--- config.mk ---
export PLATFORM = sky130hd
export DESIGN_NAME = vc_wrr_arbiter
export DESIGN_NICKNAME = d
export VERILOG_FILES = /design/src/rtl/vc_wrr_arbiter_pkg.sv /design/src/rtl/vc_wrr_arbiter_sat_counter.sv /design/src/rtl/vc_wrr_arbiter.sv
export SDC_FILE = /design/constraint.sdc
export NUM_CORES = 1
export LEC_CHECK = 0
export BUFFER_PORTS_ARGS = -buffer_cell sky130_fd_sc_hd__buf_2
export CAP_MARGIN = 40
export CORE_ASPECT_RATIO = 1.4
export CORE_UTILIZATION = 40
export DETAILED_ROUTE_END_ITERATION = 7
export HOLD_SLACK_MARGIN = 0.1
export SLEW_MARGIN = 20
export SYNTH_ARGS = -nofsm -noshare
export SYNTH_HDL_FRONTEND = slang
export SYNTH_SLANG_ARGS = --single-unit
--- constraint.sdc ---
create_clock -name clk -period 3.9 [get_ports clk]
set_clock_uncertainty 0.2 [all_clocks]
set_input_delay 0.39 -clock clk [delete_from_list [all_inputs] [get_ports clk]]
set_output_delay 0.39 -clock clk [all_outputs]
set_load 0.02 [all_outputs]
--- src/rtl/vc_wrr_arbiter_pkg.sv ---
// Shared types and constants for the VC0/VC1 weighted round-robin arbiter.
// Holds the FSM state encoding and the virtual-channel identifiers.
package vc_wrr_arbiter_pkg;

  typedef enum logic [1:0] {
    ARB_IDLE   = 2'd0,
    ARB_SERVE0 = 2'd1,
    ARB_SERVE1 = 2'd2,
    ARB_HOLD   = 2'd3
  } arb_state_e;

  localparam logic VC0 = 1'b0;
  localparam logic VC1 = 1'b1;

endpackage

--- src/rtl/vc_wrr_arbiter_sat_counter.sv ---
// Saturating up-counter with synchronous clear, used for per-VC grant statistics.
// Holds at all-ones instead of wrapping.
module sat_counter #(
  parameter int unsigned CNT_W = 8
) (
  input  logic             clk,
  input  logic             rst_n,
  input  logic             inc,
  input  logic             clear,
  output logic [CNT_W-1:0] count
);

  logic [CNT_W-1:0] count_q;
  logic [CNT_W-1:0] count_d;

  always_comb begin
    count_d = count_q;
    if (clear) begin
      count_d = '0;
    end else if (inc && (count_q != '1)) begin
      count_d = count_q + CNT_W'(1);
    end
  end

  always_ff @(posedge clk or negedge rst_n) begin
    if (!rst_n) begin
      count_q <= '0;
    end else begin
      count_q <= count_d;
    end
  end

  assign count = count_q;

endmodule

--- src/rtl/vc_wrr_arbiter.sv ---
// Weighted round-robin pop scheduler between the VC0 and VC1 FIFOs.
// Pops are combinational; the mux select/valid tag is registered to line up with FIFO read data.
module vc_wrr_arbiter
  import vc_wrr_arbiter_pkg::*;
#(
  parameter int unsigned W_BITS = 4,
  parameter int unsigned W0_RST = 3,
  parameter int unsigned W1_RST = 1,
  parameter int unsigned CNT_W  = 8
) (
  input  logic              clk,
  input  logic              reset_L,
  input  logic              VC0_empty,
  input  logic              VC1_empty,
  input  logic              D0_almost_full,
  input  logic              D1_almost_full,
  input  logic              cfg_wr,
  input  logic [W_BITS-1:0] cfg_w0,
  input  logic [W_BITS-1:0] cfg_w1,
  output logic              VC0_rd,
  output logic              VC1_rd,
  output logic              mux_sel,
  output logic              mux_valid,
  output logic [1:0]        arb_state,
  output logic [CNT_W-1:0]  grants_vc0,
  output logic [CNT_W-1:0]  grants_vc1
);

  localparam logic [W_BITS-1:0] ONE = W_BITS'(1);

  arb_state_e        state_q, state_d;
  arb_state_e        saved_q, saved_d;
  logic [W_BITS-1:0] credit_q, credit_d;
  logic              last_q, last_d;
  logic [W_BITS-1:0] w0_act_q, w0_act_d;
  logic [W_BITS-1:0] w1_act_q, w1_act_d;
  logic [W_BITS-1:0] w0_sh_q, w0_sh_d;
  logic [W_BITS-1:0] w1_sh_q, w1_sh_d;
  logic              pend_q, pend_d;
  logic              mux_sel_q, mux_sel_d;
  logic              mux_valid_q, mux_valid_d;

  logic              stall;
  logic              pop0;
  logic              pop1;
  logic              commit;
  logic              pick_vc0;
  logic [W_BITS-1:0] nxt_w0;
  logic [W_BITS-1:0] nxt_w1;

  // A zero weight still grants one pop per turn so neither VC can be starved.
  function automatic logic [W_BITS-1:0] eff_w(input logic [W_BITS-1:0] w);
    return (w == '0) ? ONE : w;
  endfunction

  // Destination is unknown before the pop, so either almost-full gates.
  assign stall = D0_almost_full | D1_almost_full;

  // Weight that a turn starting this cycle will use (pending shadow commits on entry).
  assign nxt_w0 = pend_q ? w0_sh_q : w0_act_q;
  assign nxt_w1 = pend_q ? w1_sh_q : w1_act_q;

  assign pick_vc0 = (last_q == VC1) ? !VC0_empty : VC1_empty;

  // State register
  always_ff @(posedge clk or negedge reset_L) begin
    if (!reset_L) begin
      state_q     <= ARB_IDLE;
      saved_q     <= ARB_IDLE;
      credit_q    <= '0;
      last_q      <= VC1;
      w0_act_q    <= W_BITS'(W0_RST);
      w1_act_q    <= W_BITS'(W1_RST);
      w0_sh_q     <= W_BITS'(W0_RST);
      w1_sh_q     <= W_BITS'(W1_RST);
      pend_q      <= 1'b0;
      mux_sel_q   <= 1'b0;
      mux_valid_q <= 1'b0;
    end else begin
      state_q     <= state_d;
      saved_q     <= saved_d;
      credit_q    <= credit_d;
      last_q      <= last_d;
      w0_act_q    <= w0_act_d;
      w1_act_q    <= w1_act_d;
      w0_sh_q     <= w0_sh_d;
      w1_sh_q     <= w1_sh_d;
      pend_q      <= pend_d;
      mux_sel_q   <= mux_sel_d;
      mux_valid_q <= mux_valid_d;
    end
  end

  // Next-state logic
  always_comb begin
    state_d  = state_q;
    saved_d  = saved_q;
    credit_d = credit_q;
    last_d   = last_q;
    commit   = 1'b0;
    case (state_q)
      ARB_IDLE: begin
        if (!VC0_empty || !VC1_empty) begin
          commit = 1'b1;
          if (pick_vc0) begin
            state_d  = ARB_SERVE0;
            credit_d = eff_w(nxt_w0);
          end else begin
            state_d  = ARB_SERVE1;
            credit_d = eff_w(nxt_w1);
          end
        end
      end
      ARB_SERVE0: begin
        if (stall) begin
          state_d = ARB_HOLD;
          saved_d = ARB_SERVE0;
        end else begin
          if (pop0) begin
            credit_d = credit_q - ONE;
            last_d   = VC0;
          end
          if (VC0_empty || (credit_q == ONE)) begin
            if (!VC1_empty) begin
              state_d  = ARB_SERVE1;
              credit_d = eff_w(nxt_w1);
              commit   = 1'b1;
            end else if (!VC0_empty) begin
              credit_d = eff_w(nxt_w0);
              commit   = 1'b1;
            end else begin
              state_d = ARB_IDLE;
            end
          end
        end
      end
      ARB_SERVE1: begin
        if (stall) begin
          state_d = ARB_HOLD;
          saved_d = ARB_SERVE1;
        end else begin
          if (pop1) begin
            credit_d = credit_q - ONE;
            last_d   = VC1;
          end
          if (VC1_empty || (credit_q == ONE)) begin
            if (!VC0_empty) begin
              state_d  = ARB_SERVE0;
              credit_d = eff_w(nxt_w0);
              commit   = 1'b1;
            end else if (!VC1_empty) begin
              credit_d = eff_w(nxt_w1);
              commit   = 1'b1;
            end else begin
              state_d = ARB_IDLE;
            end
          end
        end
      end
      ARB_HOLD: begin
        if (!stall) begin
          state_d = saved_q;
        end
      end
      default: state_d = ARB_IDLE;
    endcase
  end

  // Shadow/active weights: a cfg_wr in the same cycle as a commit stays pending.
  always_comb begin
    w0_act_d = w0_act_q;
    w1_act_d = w1_act_q;
    w0_sh_d  = w0_sh_q;
    w1_sh_d  = w1_sh_q;
    pend_d   = pend_q;
    if (commit && pend_q) begin
      w0_act_d = w0_sh_q;
      w1_act_d = w1_sh_q;
      pend_d   = 1'b0;
    end
    if (cfg_wr) begin
      w0_sh_d = cfg_w0;
      w1_sh_d = cfg_w1;
      pend_d  = 1'b1;
    end
  end

  // Output logic
  always_comb begin
    pop0        = 1'b0;
    pop1        = 1'b0;
    if (!stall) begin
      if (state_q == ARB_SERVE0) begin
        pop0 = !VC0_empty;
      end
      if (state_q == ARB_SERVE1) begin
        pop1 = !VC1_empty;
      end
    end
    mux_valid_d = pop0 | pop1;
    mux_sel_d   = pop1;
  end

  assign VC0_rd    = pop0;
  assign VC1_rd    = pop1;
  assign mux_sel   = mux_sel_q;
  assign mux_valid = mux_valid_q;
  assign arb_state = state_q;

  sat_counter #(.CNT_W(CNT_W)) u_grants_vc0 (
    .clk   (clk),
    .rst_n (reset_L),
    .inc   (pop0),
    .clear (1'b0),
    .count (grants_vc0)
  );

  sat_counter #(.CNT_W(CNT_W)) u_grants_vc1 (
    .clk   (clk),
    .rst_n (reset_L),
    .inc   (pop1),
    .clear (1'b0),
    .count (grants_vc1)
  );

endmodule

==> metrics.cfg, run 1 <==
[power_and_ir_drop]
total_switching_power_w=0.0008689
p_leak_nw=1.355
power_share_of_the_clock_group=0.171
comb_power_share=0.472
intPower_w=0.001247
seqPwrFrac=0.357
power_w=0.002116
cellPowerDensity_nw_per_um2=703.2
power.ir.vdd_worst_mv=0.2946
swShare=0.4106

[floorplanning]
full_die_area_um2=6966
initial_core_utilization=0.4213
die_w_um=70.83
fp.coreArea_um2=6296
die-height_um=98.35
top_level_i_o_count=37
core.rowCount=34

[yosys]
ranking_of_synthesized_cells_by_area=dfrtp_1 (35%), mux2_2 (9.3%), dfstp_2 (6.9%)
avg_cell_area_syn_um2=10.28
seq_area_frac_synth=0.4184
post_synth_num_cell_types=54
yosysMostFrequentCell=dfrtp_1
synth_largest_type_area_fraction=0.3491
yosysWarnings=0
syn_nets=283
ranking_of_synthesized_cells_by_instance_count=dfrtp_1 (37), mux2_2 (22), nand2_1 (20), o21ai_0 (15)
synthesis.area_um2=2653
number_of_synthesized_flops_with_an_enable_pin=0
yosys_register_bits=44
synth_async_sr_flop_share=1.000
synthCells=258
netlist.top_cell.by_area=dfrtp_1
ys_dominant_reg_cell=dfrtp_1

[outcome]
status=finished clean

[clock_network]
cts_buffer_depth=2
cts.root.buffer_cell=clkbuf_8
tritoncts=built
cts_resized=0
cts_num_sinks=44
cts.clk_slew.worst_paths_ps=90
cts_inserted_buffers=5
htree_levels=2
worst_skew_pair.late_latency_ps=310

[timing]
tightestPinTransition_ps=779.0
hold_ws_ps=115.0
layout_worst_path_cycle_share=0.6890
timing.final.hold_violations=0
max-slew-margin-rel=0.4767
setup_viol_count_final=0
report.final.slew_viol_count=0
setup_total_negative_slack_ps=0
period_needed_ps=2687
rsz_0062_raised_after_global_routing=no
fmax_ghz=0.3722

[cells_and_area]
stdcell_area_um2=3009
layout-area-overhead-vs-synth_pct=13.44
finalNetCount=317
diodes=0
final-instance-count-excl-fill=365
final_layout_size_suffix_gt1_frac=0.2901

[detailed_routing]
drt-initial-drc-count=122
drc_errors=0
drtPass1Iterations=6
drt.antenna.violating_nets=0
wire_per_inst_um=16.53
routed-via-count=2127
detail_route.vias_per_cell=5.827
drt_wl_total_um=6034

[worst_setup_path]
timing.critical_path.arrival_ps=2680
startpoint_type=flop
crit_path_end_kind=flop
r2r_setup_slack_ps=1210
timing.critical_path.fanout_max=9
critical_path_class=reg2reg
worst_ep_required_time_ps=3890

[global_routing]
grt_max_degree=27
grt_pass1_wl_um=10040
gr-total-overflow=0
grt_pass1_vias=2068
antenna_violations_before_repair=0
groute.usage.overall=0.1850

[place]
numPortBuffers=36
place.gp.congestion=0.9137
postPlaceCellArea_um2=2884
place.detailed.hpwl_um=4332
placed_cells=356

[run]
max-cap-violations=0

[min_path]
min_path_type=in2reg

[critical path, stage by stage, from the launching register on]
cell and delay [ps]:
dfrtp_1 430, inv_1 140, ha_1 360, nor4b_4 540, or2_2 250, a21oi_1 70
o21ai_1 240, mux2_2 360
[stage by stage]
stage	util	worst slack, ps
4_1_cts	0.4779	1206
3_5_place_dp	0.4581	1218
2_1_floorplan	-	1298
5_1_grt	0.4779	1017
3_3_place_gp	0.4549	1320
6_report	0.4779	1213
[metal layers]
layer  vias up  global-route usage  wire length [µm]
met5         -                   0                 0
met4         0             0.07846                84
met3        10             0.03818               284
met2        64              0.3084              3040
met1      1051              0.2308              2624
li1       1002                   -                 -
[flip-flops by register name (all words and copies together) (netlist names)]
name / cells
arb_state: 2
credit_q: 4
last_q: 1
mux_sel: 1
mux_valid: 1
pend_q: 1
saved_q: 2
u_grants_vc0.count: 8
u_grants_vc1.count: 8
w0_act_q: 4
w0_sh_q: 4
w1_act_q: 4
w1_sh_q: 4
[final cells by class]
cell class,count,area (µm²)
Fill cell,612,3287
Multi-Input combinational cell,190,1431
Sequential cell,44,1110
Timing Repair Buffer,39,217.7
Tap cell,72,90.09
Clock buffer,5,68.82
Clock inverter,3,46.29
Inverter,12,45.04
[timing repair]
item                                   CTS  global route
setup buffers                            0             0
endpoints found under the hold margin   17             0
hold buffers                             1             0
[worst paths after layout]
path                                       start                     to  cells past startpoint
max in group asynchronous                reset_L             w1_sh_q[0]                      3
min in group asynchronous                reset_L  u_grants_vc1.count[2]                      2
max reg2reg                         arb_state[0]           arb_state[1]                      7
min                                    cfg_w0[2]             w0_sh_q[2]                      2
min reg2reg                u_grants_vc1.count[6]  u_grants_vc1.count[6]                      1
max                                 arb_state[0]           arb_state[1]                      7
[layout by cell type (no fill, tap or decap), drive strengths merged, types with 3 or more instances in the layout]
cell type,netlist,final
nor2,12,12
xnor2,10,10
ha,10,10
nand3,5,5
a221oi,3,3
a21oi,9,9
dfstp,7,7
dfrtp,37,37
o22ai,4,4
o211ai,3,3
clkbuf,2,5
nand4,3,3
xor2,8,8
or3,3,3
o31a,3,3
o21ai,20,20
mux2i,10,10
buf,10,38
nor4b,3,3
and3,3,3
mux2,22,22
inv,12,13
nand2b,4,4
nor3,7,7
a31oi,3,3
nand2,20,20
[cells by family (layout without fill, tap and decap cells)]
family,count (synthesis),after routing,synth area share
AND/OR/NAND/NOR,69,69,0.1443
AO/OA/AOI/OAI,61,61,0.1575
flip-flops,44,44,0.4184
multiplexers,32,32,0.1311
buffers and inverters,24,59,0.04198
XOR/XNOR,18,18,0.05943
adder cells (fa/ha/maj),10,10,0.04717
[power by group through the flow]
stage	Combinational, W	Clock [W]	Sequential, W
2_1_floorplan	0.000735	0	0.000758
3_3_place_gp	0.000983	0	0.000759
3_5_place_dp	0.000988	0	0.000765
4_1_cts	0.00100	0.000377	0.000756
5_1_grt	0.00110	0.000395	0.000780
6_report	0.000999	0.000363	0.000755
No activity file was read; power rests on OpenSTA's default activity.
==> inputs of run 2 (changes only) <==
==> constraint.sdc (replaced) <==
create_clock -name clk -period 2.4 [get_ports clk]
set_clock_uncertainty 0.2 [all_clocks]
set_input_delay 0.24 -clock clk [delete_from_list [all_inputs] [get_ports clk]]
set_output_delay 0.24 -clock clk [all_outputs]
set_load 0.02 [all_outputs]
==> metrics.cfg, run 2 (synthesis results as in run 1) <==
[detailed_routing]
drt-initial-drc-count=92  ; -25%
drc_errors=4  ; +4
drt.antenna.violating_nets=0  ; unchanged
routed-via-count=2166  ; +1.8%
drt_wl_total_um=6093  ; +0.98%
detail_route.vias_per_cell=5.582  ; -4.2%
wire_per_inst_um=15.70  ; -5.0%
drtPass1Iterations=6  ; unchanged

[power_and_ir_drop]
power.ir.vdd_worst_mv=0.5625  ; +91%
p_leak_nw=1.460  ; +7.8%
cellPowerDensity_nw_per_um2=1110  ; +58%

[floorplanning]
die-height_um=98.35  ; unchanged
full_die_area_um2=6966  ; unchanged
top_level_i_o_count=37  ; unchanged
initial_core_utilization=0.4213  ; unchanged
fp.coreArea_um2=6296  ; unchanged
core.rowCount=34  ; unchanged
die_w_um=70.83  ; unchanged

[worst_setup_path]
critical_path.cell_chain=inv_1 -> ha_1 -> or3b_4 -> or3_1 -> and3_1 -> o221a_2 -> o21ai_1
worst_ep_required_time_ps=2430  ; -1460 ps
startpoint_type=flop
cp_top_family=simple AND/OR/NAND/NOR gates
timing.critical_path.fanout_max=4  ; -5
timing.critical_path.arrival_ps=2300  ; -380 ps
crit_path_top_delay_cell=or3b_4
cp_slowest_stage_delay_ps=420  ; -120 ps
crit_path_end_kind=flop
critical_path_buf_inv_count=1  ; unchanged
critical_path_class=reg2reg

[clock_network]
cts.repair_timing.setup_buffer_count=0  ; unchanged
cts.root.buffer_cell=clkbuf_8
worst_skew_pair.late_latency_ps=290  ; -20 ps
cts_buffer_depth=2  ; unchanged
cts_num_sinks=44  ; unchanged
cts.clk_slew.worst_paths_ps=90  ; about the same
htree_levels=2  ; unchanged
tritoncts=built
cts_inserted_buffers=5  ; unchanged

[timing]
rsz_0062_raised_after_global_routing=no
final.setup.worst_slack_ps=121.7  ; -1091 ps
fmax_ghz=0.4389  ; +18%
setup_viol_count_final=0  ; unchanged
period_needed_ps=2278  ; -408.7 ps
timing.final.hold_violations=0  ; unchanged
tightestPinTransition_ps=632.7  ; -146.3 ps
hold_ws_ps=212.6  ; +97.59 ps
report.final.slew_viol_count=0  ; unchanged
max-slew-margin-rel=0.5754  ; +0.09873
layout_worst_path_cycle_share=0.9493  ; +0.2603

[cells_and_area]
diodes=0  ; unchanged
layout-area-overhead-vs-synth_pct=21.23
final_cell_mix=buf_2 (36), dfrtp_1 (35), mux2_2 (21)
layout.cells.most_common=buf_2
final_layout_size_suffix_gt1_frac=0.3323  ; +0.04218
finalNetCount=340  ; +7.3%
final-instance-count-excl-fill=388  ; +6.3%
filler_cells=596  ; -2.6%

[place]
pre_cts_slack_ps=127.2  ; -1091 ps
placed_cells=370  ; +3.9%
place.gp.congestion=0.8953  ; -2.0%
numPortBuffers=36  ; unchanged
place.detailed.hpwl_um=4575  ; +5.6%

[global_routing]
gr-total-overflow=0  ; unchanged
groute.usage.overall=0.1900  ; +0.005012
antenna_violations_before_repair=0  ; unchanged
grt_pass1_wl_um=10360  ; +3.2%
grt_pass1_vias=2188  ; +5.8%
grt_max_degree=20  ; -26%

[outcome]
status=finished with violations
violated_checks=design-rule violations

[run]
max-cap-violations=0  ; unchanged

[min_path]
min_path_type=in2async

run 2: cell count changes in the layout (fill, tap and decap cells not counted), sizes merged:
| cell | before | now |
|---|---|---|
| buf | 38 | 52 |
| clkinv | 0 | 1 |
| dlygate4sd3 | 1 | 10 |
| inv | 13 | 12 |
| clkinvlp | 1 | 0 |
| clkbuf | 5 | 6 |
run 2: final timing paths:
check                                            from                    end  slack, ps  depth (start not counted)
worst max register to register           arb_state[1]            credit_q[3]        120                          7
worst min register to register  u_grants_vc1.count[6]  u_grants_vc1.count[6]        290                          1
max in group asynchronous                     reset_L            w1_act_q[0]       1170                          3
worst min-delay path                          reset_L              mux_valid        210                          2
worst max-delay path                     arb_state[1]            credit_q[3]        120                          7
min in group clk                       D0_almost_full                mux_sel        250                          3
run 2: layout make-up:
type / count / area (µm²) / share of cell area
clock buffers: 6 / 72.57 / 0.02257
clock inverters: 2 / 35.03 / 0.01089
inverters: 12 / 45.04 / 0.01401
multi-input cells: 190 / 1460 / 0.4541
flip-flops and latches: 44 / 1112 / 0.3459
well taps: 72 / 90.09 / 0.02802
repair buffers: 62 / 400.4 / 0.1245
run 2: where the power goes:
group	leakage [nW]	internal, W	total [W]	switching [W]
Combinational	0.869	0.000858	0.00180	0.000946
Clock	0.0552	0.000309	0.000553	0.000244
Sequential	0.536	0.000994	0.00121	0.000218
Total	1.46	0.00216	0.00357	0.00141
run 2: routing by layer:
metal	track usage	part of all wire	vias up
li1	-	-	1053
met1	0.2362	0.43	1016
met2	0.3247	0.48	77
met3	0.02993	0.054	20
met4	0.08000	0.035	0
met5	0	0	-
run 2: repair_timing:
action,in CTS,in global routing
endpoints found under the setup margin,0,1
resized for setup,0,1
hold buffers,10,0
hold endpoints to repair,26,0
run 2: per-stage QoR:
step / setup TNS, ps / total power, W / utilization / cell area, µm²
2_1_floorplan: -53.15 / 0.002476 / - / 2688
3_3_place_gp: 0 / 0.002987 / 0.4773 / 3005
3_5_place_dp: 0 / 0.003005 / 0.4773 / 3005
4_1_cts: 0 / 0.003586 / 0.5103 / 3213
5_1_grt: 0 / 0.003853 / 0.5107 / 3216
6_report: 0 / 0.003570 / 0.5107 / 3216
